## config.mk

```make
export PLATFORM = sky130hd
export DESIGN_NAME = mem_load_unit_flat
export DESIGN_NICKNAME = d
export VERILOG_FILES = /design/src/rtl/mem_load_unit_pkg.sv /design/src/rtl/mem_load_unit_if.sv /design/src/rtl/mem_load_unit_latency_counter.sv /design/src/rtl/mem_load_unit.sv /design/src/flat_wrapper.sv
export SDC_FILE = /design/constraint.sdc
export NUM_CORES = 1
export LEC_CHECK = 0
export BUFFER_PORTS_ARGS = -buffer_cell sky130_fd_sc_hd__buf_2
export CORE_MARGIN = 2
export CORE_UTILIZATION = 30
export CTS_CLUSTER_DIAMETER = 30
export DETAILED_ROUTE_END_ITERATION = 10
export HOLD_SLACK_MARGIN = 0.08
export PLACE_DENSITY = 0.67
export SYNTH_ARGS = -nofsm -noshare
export SYNTH_HDL_FRONTEND = slang
export SYNTH_SLANG_ARGS = --single-unit
export TNS_END_PERCENT = 20
```

## constraint.sdc

```tcl
create_clock -name clk -period 1.7 [get_ports clk]
set_clock_uncertainty 0.15 [all_clocks]
set_input_delay 0.17 -clock clk [delete_from_list [all_inputs] [get_ports clk]]
set_output_delay 0.17 -clock clk [all_outputs]
set_load 0.005 [all_outputs]
```

## src/rtl/mem_load_unit_pkg.sv

```systemverilog
// mem_load_unit_pkg: shared state encoding and width defaults for the load unit
package mem_load_unit_pkg;
  localparam int DATA_W_DEF = 16;
  localparam int ADDR_W_DEF = 16;
  typedef enum logic [1:0] {IDLE = 2'd0, WAIT = 2'd1, DONE = 2'd2} state_t;
endpackage

```

## src/rtl/mem_load_unit_if.sv

```systemverilog
// mem_load_unit_if: request, memory and response signals of the load unit (MEM_LOAD_BYTE_EN adds req_byte)
interface mem_load_unit_if import mem_load_unit_pkg::*; #(
  parameter int DATA_W = DATA_W_DEF,
  parameter int ADDR_W = ADDR_W_DEF
);
  logic              req_valid;
  logic              req_ready;
  logic [ADDR_W-1:0] req_addr;
`ifdef MEM_LOAD_BYTE_EN
  logic              req_byte;
`endif
  logic [ADDR_W-1:0] mem_addr;
  logic              mem_rd;
  logic [DATA_W-1:0] mem_rdata;
  logic              rsp_valid;
  logic              rsp_ready;
  logic [DATA_W-1:0] rsp_data;
  logic              busy;
  modport slave (
`ifdef MEM_LOAD_BYTE_EN
    input req_byte,
`endif
    input req_valid, req_addr, mem_rdata, rsp_ready,
    output req_ready, mem_addr, mem_rd, rsp_valid, rsp_data, busy
  );
  modport master (
`ifdef MEM_LOAD_BYTE_EN
    output req_byte,
`endif
    output req_valid, req_addr, mem_rdata, rsp_ready,
    input req_ready, mem_addr, mem_rd, rsp_valid, rsp_data, busy
  );
endinterface

```

## src/rtl/mem_load_unit_latency_counter.sv

```systemverilog
// latency_counter: loadable down-counter that saturates at zero and flags it
module latency_counter #(
  parameter int CNT_W = 4
) (
  input  logic             clk,
  input  logic             reset,
  input  logic             load,
  input  logic             dec,
  input  logic [CNT_W-1:0] load_val,
  output logic [CNT_W-1:0] cnt,
  output logic             zero
);
  assign zero = cnt == '0;
  always_ff @(posedge clk or posedge reset)
    if (reset) cnt <= '0;
    else if (load) cnt <= load_val;
    else if (dec && !zero) cnt <= cnt - 1'b1;
endmodule

```

## src/rtl/mem_load_unit.sv

```systemverilog
// mem_load_unit: single-outstanding load with fixed read latency and valid/ready response
// MEM_LOAD_BYTE_EN adds sign-extended byte loads selected by the request address LSB.
module mem_load_unit import mem_load_unit_pkg::*; #(
  parameter int DATA_W       = DATA_W_DEF,
  parameter int ADDR_W       = ADDR_W_DEF,
  parameter int READ_LATENCY = 2,
  parameter int CNT_W        = 4
) (
  input logic           clk,
  input logic           reset,
  mem_load_unit_if.slave bus
);
  if (READ_LATENCY < 1 || READ_LATENCY > 2**CNT_W) begin : g_bad_latency
    $error("READ_LATENCY %0d outside 1..2**CNT_W", READ_LATENCY);
  end
  state_t            state_q, state_d;
  logic              req_ready, accept, capture, dec, zero;
  logic [CNT_W-1:0]  cnt;
  logic [ADDR_W-1:0] mem_addr_q, next_addr;
  logic              mem_rd_q, rsp_valid_q;
  logic [DATA_W-1:0] rsp_data_q, cap_data;
  latency_counter #(.CNT_W(CNT_W)) u_cnt (
    .clk(clk), .reset(reset), .load(accept), .dec(dec),
    .load_val(CNT_W'(READ_LATENCY - 1)), .cnt(cnt), .zero(zero)
  );
  always_ff @(posedge clk or posedge reset)
    if (reset) state_q <= IDLE;
    else state_q <= state_d;
  always_comb begin
    state_d = state_q;
    case (state_q)
      IDLE:    state_d = accept ? WAIT : IDLE;
      WAIT:    state_d = zero ? DONE : WAIT;
      DONE:    state_d = bus.rsp_ready ? (bus.req_valid ? WAIT : IDLE) : DONE;
      default: state_d = IDLE;
    endcase
  end
  always_comb begin
    req_ready = state_q == IDLE || (state_q == DONE && bus.rsp_ready);
    accept    = bus.req_valid && req_ready;
    capture   = state_q == WAIT && zero;
    dec       = state_q == WAIT && !zero;
  end
`ifdef MEM_LOAD_BYTE_EN
  logic       byte_q, lsb_q;
  logic [7:0] byte_sel;
  always_comb begin
    byte_sel  = lsb_q ? bus.mem_rdata[15:8] : bus.mem_rdata[7:0];
    cap_data  = byte_q ? {{(DATA_W-8){byte_sel[7]}}, byte_sel} : bus.mem_rdata;
    next_addr = bus.req_byte ? {bus.req_addr[ADDR_W-1:1], 1'b0} : bus.req_addr;
  end
  always_ff @(posedge clk or posedge reset)
    if (reset) begin
      byte_q <= 1'b0;
      lsb_q  <= 1'b0;
    end else if (accept) begin
      byte_q <= bus.req_byte;
      lsb_q  <= bus.req_addr[0];
    end
`else
  always_comb begin
    cap_data  = bus.mem_rdata;
    next_addr = bus.req_addr;
  end
`endif
  // a back-to-back accept leaves DONE with rsp_ready high, so the same clear covers it
  always_ff @(posedge clk or posedge reset)
    if (reset) begin
      mem_addr_q  <= '0;
      mem_rd_q    <= 1'b0;
      rsp_valid_q <= 1'b0;
      rsp_data_q  <= '0;
    end else begin
      mem_rd_q <= accept;
      if (accept) mem_addr_q <= next_addr;
      if (capture) begin
        rsp_valid_q <= 1'b1;
        rsp_data_q  <= cap_data;
      end else if (state_q == DONE && bus.rsp_ready) rsp_valid_q <= 1'b0;
    end
  assign bus.req_ready = req_ready;
  assign bus.mem_addr  = mem_addr_q;
  assign bus.mem_rd    = mem_rd_q;
  assign bus.rsp_valid = rsp_valid_q;
  assign bus.rsp_data  = rsp_data_q;
  assign bus.busy      = state_q != IDLE;
endmodule
```

## src/flat_wrapper.sv

```systemverilog
// flat-port wrapper written by rule: the top's interface ports become plain ports
module mem_load_unit_flat import mem_load_unit_pkg::*;
#(
  parameter int DATA_W       = DATA_W_DEF,
  parameter int ADDR_W       = ADDR_W_DEF,
  parameter int READ_LATENCY = 2,
  parameter int CNT_W        = 4
)
  (clk, reset, bus_req_valid, bus_req_addr, bus_mem_rdata, bus_rsp_ready, bus_req_ready, bus_mem_addr, bus_mem_rd, bus_rsp_valid, bus_rsp_data, bus_busy);
  mem_load_unit_if #(.DATA_W(DATA_W), .ADDR_W(ADDR_W)) bus_i ();
  input logic clk;
  input logic reset;
  input wire logic [$bits(bus_i.req_valid)-1:0] bus_req_valid;
  input wire logic [$bits(bus_i.req_addr)-1:0] bus_req_addr;
  input wire logic [$bits(bus_i.mem_rdata)-1:0] bus_mem_rdata;
  input wire logic [$bits(bus_i.rsp_ready)-1:0] bus_rsp_ready;
  output wire logic [$bits(bus_i.req_ready)-1:0] bus_req_ready;
  output wire logic [$bits(bus_i.mem_addr)-1:0] bus_mem_addr;
  output wire logic [$bits(bus_i.mem_rd)-1:0] bus_mem_rd;
  output wire logic [$bits(bus_i.rsp_valid)-1:0] bus_rsp_valid;
  output wire logic [$bits(bus_i.rsp_data)-1:0] bus_rsp_data;
  output wire logic [$bits(bus_i.busy)-1:0] bus_busy;
  assign bus_i.req_valid = bus_req_valid;
  assign bus_i.req_addr = bus_req_addr;
  assign bus_i.mem_rdata = bus_mem_rdata;
  assign bus_i.rsp_ready = bus_rsp_ready;
  assign bus_req_ready = bus_i.req_ready;
  assign bus_mem_addr = bus_i.mem_addr;
  assign bus_mem_rd = bus_i.mem_rd;
  assign bus_rsp_valid = bus_i.rsp_valid;
  assign bus_rsp_data = bus_i.rsp_data;
  assign bus_busy = bus_i.busy;
  mem_load_unit #(.DATA_W(DATA_W), .ADDR_W(ADDR_W), .READ_LATENCY(READ_LATENCY), .CNT_W(CNT_W)) u_core (.clk(clk), .reset(reset), .bus(bus_i));
endmodule
```

==> results of run 1 <==
==> per-stage QoR <==
step | power (uW) | worst slack, ps | setup TNS [ps]
6_report | 4460 | 35.1 | 0
4_1_cts | 4310 | 7.87 | 0
3_5_place_dp | 3370 | -32.8 | -32.8
5_1_grt | 4770 | -5.28 | -13.9
2_1_floorplan | 2620 | -35.6 | -284
3_3_place_gp | 3320 | 45.4 | 0
==> cells in the final DEF (no fill, tap or decap), types with 3 or more instances in the layout <==
cell type,n
a21oi_1,3
buf_4,6
dfrtp_1,39
buf_2,71
mux2_1,8
clkbuf_8,7
o21ai_0,4
mux2_2,24
dlygate4sd3_1,34
==> kinds of logic (layout without fill, tap and decap cells) <==
family                     count (synthesis)  in the layout  synth area share, %
adders and majority gates                  2              2                 1.57
buffers and inverters                      7            126                 1.88
AOI/OAI and AO/OA                          9              9                 3.22
DFF                                       40             40                 62.8
and+or+nand+nor                           19             19                 7.86
muxes                                     32             32                 22.6
==> worst max-delay path by stage <==
stage                              end  slack [ps]  depth (start not counted)
6_report       u_core.bus.mem_addr[13]          40                          5
5_1_grt         u_core.bus.mem_addr[4]          -5                          5
4_1_cts            u_core.u_cnt.cnt[0]           8                          5
3_5_place_dp       u_core.u_cnt.cnt[0]         -30                          5
3_3_place_gp    u_core.bus.mem_addr[1]          50                          4
2_1_floorplan   u_core.bus.rsp_data[0]         -40                          6
==> layout make-up <==
class,instances,area [um^2]
Fill cell,449,2470
Sequential cell,40,1000
Timing Repair Buffer,114,806
Multi-Input combinational cell,62,603
Clock buffer,7,96.3
Tap cell,70,87.6
Clock inverter,1,30.0
Inverter,4,15.0
==> per-layer routing <==
metal | share of wire [%] | routed length [um] | up-vias
met5 | 0 | 0 | -
met4 | 1.3 | 52 | 0
met3 | 6.7 | 270 | 5
met2 | 51 | 2060 | 49
met1 | 41 | 1670 | 632
li1 | - | - | 617
==> worst max-delay path: stages, from the launching register on <==
cell and delay, ps:
dfrtp_2 440, nor2b_4 140, nor3b_2 160, buf_4 160, clkbuf_16 160, mux2_2 330
==> power breakdown <==
part	switching (uW)	leakage, uW	internal [uW]
clock	318	0.0000645	518
sequential	298	0.000472	1440
combinational	741	0.000706	1150
total	1360	0.00124	3100
==> registers in the layout, summed over array words and instances, names as in the netlist <==
name	flops
u_core.bus.mem_addr	16
u_core.bus.mem_rd	1
u_core.bus.rsp_data	16
u_core.bus.rsp_valid	1
u_core.state_q	2
u_core.u_cnt.cnt	4
==> what timing repair did <==
item / in CTS / in global routing
hold endpoints to repair: 74 / 0
hold buffers: 34 / 0
cloned: 0 / 1
endpoints found under the setup margin: 1 / 33
resized for setup: 4 / 7
buffers inserted: 0 / 3
pin swaps: 0 / 1
==> qor.log, run 1 <==
qor: placement.place.detailed.hpwl 2340 um
qor: clock_network.clock_sink_count 40
qor: floorplan.num_rows 26
qor: floorplan.pin_count 72
qor: yosys.yosys_warning_total 0
qor: yosys.post-synth-top-count-cell dfrtp_1
qor: finish.stdcell_area 0.00264 mm^2
qor: detailed_routing.avgViaCountPerCell 4.37
qor: finish.nets 265
qor: detailed_routing.detail_route.wirelength 4050 um
qor: yosys.synth_top_cells_by_count dfrtp_1, mux2_2, mux2_1
qor: floorplan.area_of_the_placeable_core 0.00511 mm^2
qor: finish.post-route-util 51.7%
qor: timing.setup_viol_count_final 0
qor: yosys.synthesis.instances 109
qor: finish.antenna-diode-count 0
qor: yosys.synth-edff-count 0
qor: flow_run.max_cap_viol_count 0
qor: finish.area.growth.synth_to_final 65.8%
qor: detailed_routing.detail_routed_net_length_per_standard_cell 13.6 um
qor: detailed_routing.first_iter_violations 33
qor: yosys.synth_async_sr_flop_share 100%
qor: finish.finalNonFillerCells 298
qor: clock_network.cts.reportedPaths.clkPinSlew 70 ps
qor: clock_network.cts.htree.levels 2
qor: timing.pins_over_slew_limit 0
qor: worst_setup_path.worst_flop_to_flop_path_startpoint u_core.state_q[1]
qor: grt.grt.met1_usage 15.6%
qor: grt.grt_max_degree 41
qor: yosys.synth.top_cells.by_area dfrtp_1, mux2_2, mux2_1, ha_1, nor3b_2
qor: yosys.synth.largest_area_cell dfrtp_1
qor: hold_path.worstHoldStart bus_req_valid
qor: hold_path.worst_hold_path.num_cells 4
qor: yosys.synth_ff_type dfrtp_1
qor: power.leakagePower 0.00124 uW
qor: timing.finalHoldWorstSlack 306 ps
qor: power.p_per_area 1690 mW/mm^2
qor: power.power.ir.vdd_worst 0.000888 V
qor: floorplan.floorplan.die_area 0.00591 mm^2
qor: yosys.synthesis.nets 147
qor: grt.met2_resource_use_gr 24.3%
qor: clock_network.clock_tree.root_cell clkbuf_8
qor: detailed_routing.antenna_left 0
qor: worst_setup_path.critPathArrivalTime 1690 ps
qor: grt.grt_first_pass_wirelength 6450 um
qor: worst_setup_path.crit_path_end_kind register
qor: timing.worst_pin_slew 488 ps
qor: yosys.syn_avg_cell_area 14.6 um^2
qor: grt.grt.overflow.total 0
qor: worst_setup_path.crit_fanout 11
qor: worst_setup_path.regToRegEndpoint u_core.bus.mem_addr[13]
qor: worst_setup_path.crit_start u_core.state_q[1]
qor: floorplan.initial_core_util 31.2%
qor: timing.fin_crit_sh 97.9%
qor: yosys.synth.distinct_cells 23
qor: placement.place_area 0.00209 mm^2
qor: placement.numPortBuffers 71
qor: floorplan.die_w 76.9 um
qor: worst_setup_path.critPathRequiredTime 1720 ps
qor: finish.post_route_cells_drive_above_1_share 54.4%
qor: detailed_routing.num_vias 1303
qor: outcome.run_status complete, no violations
qor: clock_network.numCtsBuffers 5
qor: grt.first_global_vias 1423
qor: timing.maxClockFrequency 601 MHz
qor: grt.busiest_layer met2
qor: grt.grt_antenna_before_repair 0
qor: timing.timing.final.hold_violations 0
qor: detailed_routing.count_of_unresolved_drc_violations_after_routing 0
qor: yosys.ys_seq_area_share 62.8%
qor: yosys.netlist_area 0.00159 mm^2
qor: worst_setup_path.r2r.worst_path.cells 5
qor: detailed_routing.firstDrtPassIters 4
qor: clock_network.cts_tree done
qor: grt.grt.total_usage 13.8%
qor: floorplan.floorplan.die.height 76.9 um
qor: worst_setup_path.regToRegSetupSlack 40 ps
qor: worst_setup_path.path_class register to register
qor: hold_path.min_to u_core.bus.mem_rd
qor: clock_network.worst_skew_pair.late_latency 280 ps
qor: worst_setup_path.critical_path.startpoint_type register
qor: yosys.yosys_register_bits 40
qor: grt.global_route.usage.met3 4.94%
qor: placement.final_wtd_congestion 0.726
qor: yosys.yosysTopAreaCellShare 62.8%
qor: clock_network.clk_path_buf_depth 2
qor: placement.placed_cells 252
qor: timing.timing.final.crit_period 1660 ps
qor: timing.slew-limit-headroom 67.5%
qor: hold_path.timing.hold.worst.class input port to register
Power figures use the tool's default switching activity.
==> inputs of run 2 (changes only) <==
==> constraint.sdc (replaced) <==
create_clock -name clk -period 1.7 [get_ports clk]
set_clock_uncertainty 0.15 [all_clocks]
set_input_delay 0 -clock clk [delete_from_list [all_inputs] [get_ports clk]]
set_output_delay 0 -clock clk [all_outputs]
set_load 0.005 [all_outputs]
==> run 2 against run 1 <==
Compared with the run above: the run now ends with setup timing left; flip-flop and latch count unchanged; final cell count increased by 0.67%; via count decreased by 0.92%; power decreased by 0.51%; critical path type unchanged.
==> qor.log, run 2 (synthesized netlist as in run 1, its figures left out) <==
qor: worst_setup_path.crit_path_end_kind register [unchanged]
qor: clock_network.clk_path_buf_depth 2 [unchanged]
qor: grt.grt.total_usage 13.5% [was 13.8%]
qor: floorplan.die_w 76.9 um [unchanged]
qor: outcome.violations setup timing
qor: hold_path.timing.hold.worst.class input port to async pin [was input port to register]
qor: timing.setup_repair_after_global_routing_missed_its_margin yes
qor: grt.first_global_vias 1422 [was 1423]
qor: finish.multi_input_comb_area 626 um^2 [was 603 um^2]
qor: finish.nets 267 [was 265]
qor: finish.finalNonFillerCells 300 [was 298]
qor: timing.slew-limit-headroom 66.1% [was 67.5%]
qor: detailed_routing.detail_routed_net_length_per_standard_cell 13.2 um [was 13.6 um]
qor: finish.post_route_cells_drive_above_1_share 53.9% [was 54.4%]
qor: power.power_switching_share 30.8% [was 30.4%]
qor: timing.maxClockFrequency 581 MHz [was 601 MHz]
qor: detailed_routing.num_vias 1291 [was 1303]
qor: floorplan.floorplan.die.height 76.9 um [unchanged]
qor: floorplan.initial_core_util 31.2% [unchanged]
qor: timing.timing.final.crit_period 1720 ps [was 1660 ps]
qor: timing.setup_viol_count_final 15 [was 0]
qor: power.share_comb_of_total_power 43.9% [was 42.3%]
qor: detailed_routing.first_iter_violations 47 [was 33]
qor: clock_network.cts_tree done [unchanged]
qor: finish.layout.area.seq 0.00100 mm^2 [unchanged]
qor: placement.final_wtd_congestion 0.746 [was 0.726]
qor: clock_network.cts.htree.levels 2 [unchanged]
qor: timing.fin_crit_sh 101% [was 97.9%]
qor: power.power.switching 1370 uW [was 1360 uW]
qor: floorplan.floorplan.die_area 0.00591 mm^2 [unchanged]
qor: power.power.clock.fraction 17.1% [was 18.7%]
qor: floorplan.pin_count 72 [unchanged]
qor: timing.finalHoldWorstSlack 256 ps [was 306 ps]
qor: floorplan.num_rows 26 [unchanged]
qor: worst_setup_path.critPathRequiredTime 1720 ps [about the same]
qor: clock_network.numCtsBuffers 5 [unchanged]
qor: grt.grt_first_pass_wirelength 6300 um [was 6450 um]
qor: clock_network.clock_sink_count 40 [unchanged]
qor: finish.antenna-diode-count 0 [unchanged]
qor: clock_network.cts.reportedPaths.clkPinSlew 70 ps [about the same]
qor: timing.setup_ws -20.8 ps [was 35.1 ps]
qor: worst_setup_path.regToRegSetupSlack -20 ps [was 40 ps]
qor: placement.placed_cells 253 [was 252]
qor: worst_setup_path.critical_path.startpoint_type register [unchanged]
qor: power.p_int 3070 uW [was 3100 uW]
qor: placement.place.detailed.hpwl 2270 um [was 2340 um]
qor: placement.place_area 0.00210 mm^2 [was 0.00209 mm^2]
qor: finish.commonest_cells_after_routing_fill_and_taps_aside buf_2, dfrtp_1, dlygate4sd3_1, mux2_2, mux2_1 [unchanged]
qor: finish.area.growth.synth_to_final 67.3% [was 65.8%]
qor: grt.grt_max_degree 41 [unchanged]
qor: timing.worst_pin_slew 509 ps [was 488 ps]
qor: detailed_routing.firstDrtPassIters 4 [unchanged]
qor: clock_network.worst_skew_pair.late_latency 280 ps [about the same]
qor: worst_setup_path.crit_fanout 6 [was 11]
qor: power.sequentialPowerShare 39.0% [was 38.9%]
qor: timing.pins_over_slew_limit 0 [unchanged]
qor: worst_setup_path.r2r.worst_path.cells 4 [was 5]
qor: detailed_routing.detail_route.wirelength 3960 um [was 4050 um]
qor: placement.numPortBuffers 71 [unchanged]
qor: detailed_routing.count_of_unresolved_drc_violations_after_routing 0 [unchanged]
qor: finish.stdcell_area 0.00267 mm^2 [was 0.00264 mm^2]
qor: detailed_routing.antenna_left 0 [unchanged]
qor: timing.timing.final.hold_violations 0 [unchanged]
qor: clock_network.clock_tree.root_cell clkbuf_8 [unchanged]
qor: power.power.ir.vdd_worst 0.000851 V [was 0.000888 V]
qor: worst_setup_path.critPathArrivalTime 1740 ps [was 1690 ps]
qor: detailed_routing.avgViaCountPerCell 4.30 [was 4.37]
qor: floorplan.area_of_the_placeable_core 0.00511 mm^2 [unchanged]
qor: grt.grt.overflow.total 0 [unchanged]
qor: finish.layout.cells.most_common buf_2 [unchanged]
qor: power.leakagePower 0.00126 uW [was 0.00124 uW]
qor: finish.fillerInstances 449 [unchanged]
qor: grt.grt_antenna_before_repair 0 [unchanged]
qor: power.p_per_area 1660 mW/mm^2 [was 1690 mW/mm^2]
qor: worst_setup_path.path_class register to register [unchanged]
qor: flow_run.max_cap_viol_count 0 [unchanged]
qor: outcome.run_status finished with violations [was complete, no violations]
qor: placement.post-place-ws -13.9 ps [was -32.8 ps]
-- run 2: power by group through the flow --
stage | registers [uW] | clock network (uW) | logic (uW)
floorplan | 1740 | 0 | 875
global placement | 1700 | 0 | 1630
detailed placement | 1710 | 0 | 1670
CTS | 1720 | 776 | 1750
global route | 1800 | 820 | 2130
finish | 1730 | 760 | 1950
-- run 2: final timing paths --
kind                                    startpoint                 endpoint
min in group clk                  bus_mem_rdata[8]   u_core.bus.rsp_data[8]
hold reg to reg            u_core.bus.rsp_data[11]  u_core.bus.rsp_data[11]
setup reg to reg                 u_core.state_q[1]   u_core.bus.mem_addr[3]
setup / recovery                 u_core.state_q[1]   u_core.bus.mem_addr[3]
hold / removal                               reset   u_core.bus.mem_addr[6]
max in group asynchronous                    reset        u_core.state_q[1]
-- run 2: worst max-delay path: stages, from the launching register on --
cell and delay [ps]:
dfrtp_2 410, nor2b_4 140, nor3b_4 370, clkbuf_16 240, mux2_4 300
-- run 2: area by class of cell --
class | count | share of cell area, %
sequential | 40 | 37.6
clock buffer | 6 | 2.72
clock inverter | 2 | 1.31
multi-input combinational | 62 | 23.5
inverter | 4 | 0.563
timing repair buffer | 116 | 31.0
tap | 70 | 3.29
-- run 2: timing repair --
item	CTS	global route
hold buffers	35	0
setup buffers	0	2
setup endpoints to repair	1	33
hold endpoints to repair	75	0
pin swaps	0	1
gates resized for setup	3	14
cloned	0	2
-- run 2: metal layers --
layer / vias to the layer above / routed length (um) / global-route usage, %
li1: 620 / - / -
met1: 618 / 1620 / 15.0
met2: 47 / 2020 / 23.5
met3: 6 / 275 / 5.18
met4: 0 / 48 / 4.36
met5: - / 0 / 0
-- run 2: stage by stage --
step	total power, uW	util, %	TNS, ps
final	4440	52.2	-134
after global routing	4750	52.2	-1230
after CTS	4240	50.2	0
after detailed placement	3380	41.0	-13.9
after global placement	3340	41.0	0
after floorplan	2620	-	-284
==> inputs of run 3 (changes only) <==
--- a/config.mk
+++ b/config.mk
@@ -11,7 +11,8 @@
 export CTS_CLUSTER_DIAMETER = 30
 export DETAILED_ROUTE_END_ITERATION = 10
 export HOLD_SLACK_MARGIN = 0.08
-export PLACE_DENSITY = 0.67
+export PLACE_DENSITY = 0.65
+export REMOVE_ABC_BUFFERS = 1
 export SYNTH_ARGS = -nofsm -noshare
 export SYNTH_HDL_FRONTEND = slang
 export SYNTH_SLANG_ARGS = --single-unit
==> constraint.sdc (replaced) <==
create_clock -name clk -period 2 [get_ports clk]
set_clock_uncertainty 0.15 [all_clocks]
set_input_delay 0 -clock clk [delete_from_list [all_inputs] [get_ports clk]]
set_output_delay 0 -clock clk [all_outputs]
set_load 0.005 [all_outputs]
==> run 3 against run 2 <==
Compared with the run above: the run now ends clean; count of clock-buffer cells in the layout unchanged; worst hold slack worse by 26 ps; die area unchanged; first-iteration DRC count shrank 45%; clock power decreased by 35%; sequential share of layout area increased by 2.7 points; core utilization decreased by 3.5 points; register-to-register slack improved by 230 ps; power fell by 25%; critical path type unchanged; highest routed layer unchanged.
==> qor.log, run 3 (synthesized netlist as in run 1, its figures left out) <==
qor: floorplan.num_rows 26 [unchanged]
qor: worst_setup_path.crit_fanout 18 [was 6]
qor: outcome.run_status complete, no violations [was finished with violations]
qor: finish.post_route_cells_drive_above_1_share 49.3% [was 53.9%]
qor: timing.maxClockFrequency 559 MHz [was 581 MHz]
qor: worst_setup_path.critPathArrivalTime 1810 ps [was 1740 ps]
qor: finish.post-route-util 48.7% [was 52.2%]
qor: clock_network.numCtsBuffers 5 [unchanged]
qor: floorplan.die_w 76.9 um [unchanged]
qor: hold_path.timing.hold.worst.class input port to async pin [unchanged]
qor: clock_network.clock_tree.root_cell clkbuf_8 [unchanged]
qor: power.p_per_area 1330 mW/mm^2 [was 1660 mW/mm^2]
qor: clock_network.cts.reportedPaths.clkPinSlew 70 ps [about the same]
qor: worst_setup_path.path_class register to register [unchanged]
qor: floorplan.floorplan.die.height 76.9 um [unchanged]
qor: detailed_routing.avgViaCountPerCell 4.26 [was 4.30]
qor: power.power.total 3320 uW [was 4440 uW]
qor: floorplan.area_of_the_placeable_core 0.00511 mm^2 [unchanged]
qor: finish.fillerInstances 472 [was 449]
qor: grt.grt.overflow.total 0 [unchanged]
qor: finish.area.growth.synth_to_final 56.1% [was 67.3%]
qor: clock_network.postCtsSetupBuffers 0 [unchanged]
qor: timing.timing.final.crit_period 1790 ps [was 1720 ps]
qor: finish.layout.area.seq 0.00100 mm^2 [about the same]
qor: timing.slew-limit-headroom 66.0% [was 66.1%]
qor: grt.met2_resource_use_gr 23.9% [was 23.5%]
qor: detailed_routing.detail_route.wirelength 3510 um [was 3960 um]
qor: worst_setup_path.critical_path.startpoint_type register [unchanged]
qor: timing.setup_viol_count_final 0 [was 15]
qor: grt.grt.total_usage 12.7% [was 13.5%]
qor: clock_network.cts.htree.levels 2 [unchanged]
qor: timing.setup_ws 210 ps [was -20.8 ps]
qor: grt.grt_antenna_before_repair 0 [unchanged]
qor: grt.grt_first_pass_wirelength 5920 um [was 6300 um]
qor: detailed_routing.num_vias 1239 [was 1291]
qor: grt.first_global_vias 1321 [was 1422]
qor: clock_network.clock_sink_count 40 [unchanged]
qor: detailed_routing.detail_routed_net_length_per_standard_cell 12.1 um [was 13.2 um]
qor: clock_network.worst_skew_pair.late_latency 280 ps [about the same]
qor: finish.nets 259 [was 267]
qor: finish.layout.cells.most_common buf_2 [unchanged]
qor: grt.grt.met1_usage 13.0% [was 15.0%]
qor: clock_network.cts_tree done [unchanged]
qor: detailed_routing.firstDrtPassIters 4 [unchanged]
qor: floorplan.initial_core_util 31.2% [unchanged]
qor: timing.timing.final.hold_violations 0 [unchanged]
qor: placement.final_wtd_congestion 0.735 [was 0.746]
qor: flow_run.max_cap_viol_count 0 [unchanged]
qor: clock_network.clk_path_buf_depth 2 [unchanged]
qor: timing.worst_pin_slew 510 ps [was 509 ps]
qor: worst_setup_path.crit_path_end_kind register [unchanged]
qor: timing.setup_repair_after_global_routing_missed_its_margin no [was yes]
qor: detailed_routing.antenna_left 0 [unchanged]
qor: grt.global_route.usage.met3 3.06% [was 5.18%]
qor: finish.multi_input_comb_area 572 um^2 [was 626 um^2]
qor: detailed_routing.first_iter_violations 26 [was 47]
qor: timing.pins_over_slew_limit 0 [unchanged]
qor: placement.post-place-ws 112 ps [was -13.9 ps]
qor: grt.grt_max_degree 41 [unchanged]
qor: timing.fin_crit_sh 89.5% [was 101%]
qor: power.power.ir.vdd_worst 0.000493 V [was 0.000851 V]
qor: floorplan.pin_count 72 [unchanged]
qor: finish.commonest_cells_after_routing_fill_and_taps_aside buf_2, dfrtp_1, dlygate4sd3_1, mux2_2, mux2_1 [unchanged]
qor: detailed_routing.count_of_unresolved_drc_violations_after_routing 0 [unchanged]
qor: placement.numPortBuffers 71 [unchanged]
qor: finish.antenna-diode-count 0 [unchanged]
qor: floorplan.floorplan.die_area 0.00591 mm^2 [unchanged]
qor: power.leakagePower 0.00118 uW [was 0.00126 uW]
qor: worst_setup_path.critPathRequiredTime 2020 ps [was 1720 ps]
qor: placement.place.detailed.hpwl 2140 um [was 2270 um]
qor: grt.busiest_layer met2 [unchanged]
run 3: layout make-up:
cell class | count | share of cell area, %
Clock buffer | 6 | 2.92
Clock inverter | 1 | 0.201
Multi-Input combinational cell | 62 | 23.0
Sequential cell | 40 | 40.3
Tap cell | 70 | 3.52
Inverter | 4 | 0.604
Timing Repair Buffer | 108 | 29.5
run 3: routing by layer:
layer  wire length (um)  up-vias  part of all wire [%]
li1                   -      601                     -
met3                122        6                   3.5
met4                 66        0                   1.9
met2               1920       30                    55
met5                  0        -                     0
met1               1400      602                    40
run 3: worst paths after layout:
kind	cells after the start	slack, ps	start	to
worst max-delay path	5	210	u_core.u_cnt.cnt[0]	u_core.bus.rsp_data[11]
worst min-delay path	4	230	reset	u_core.bus.rsp_data[13]
worst max register to register	5	210	u_core.u_cnt.cnt[0]	u_core.bus.rsp_data[11]
worst min register to register	1	340	u_core.bus.rsp_data[10]	u_core.bus.rsp_data[10]
max in group asynchronous	4	1110	reset	u_core.bus.rsp_data[3]
min in group clk	3	310	bus_mem_rdata[13]	u_core.bus.rsp_data[13]
run 3: repair_timing:
item                                   4_1_cts  5_1_grt
resized for setup                            0        2
hold buffers                                35        0
setup endpoints to repair                    0        1
endpoints found under the hold margin       75        0
run 3: power breakdown:
group / switching [uW] / leakage (uW) / internal (uW) / total, uW
logic: 564 / 0.000667 / 810 / 1370
clock network: 254 / 0.0000410 / 237 / 491
registers: 230 / 0.000473 / 1220 / 1450
run 3: critical path: stages, from the launching register on:
cell	delay [ps]
dfrtp_1	400
inv_1	110
ha_1	190
nor2b_1	250
nand2_4	210
mux2_1	350
run 3: through the flow:
step	setup TNS [ps]	instance area [um^2]	cells	hold WS, ps
after floorplan	-1210	1580	106	-42.6
after detailed placement	0	2050	249	14.3
after CTS	0	2480	291	235
after global placement	0	2050	249	10.6
final	0	2490	291	230
after global routing	0	2490	291	287
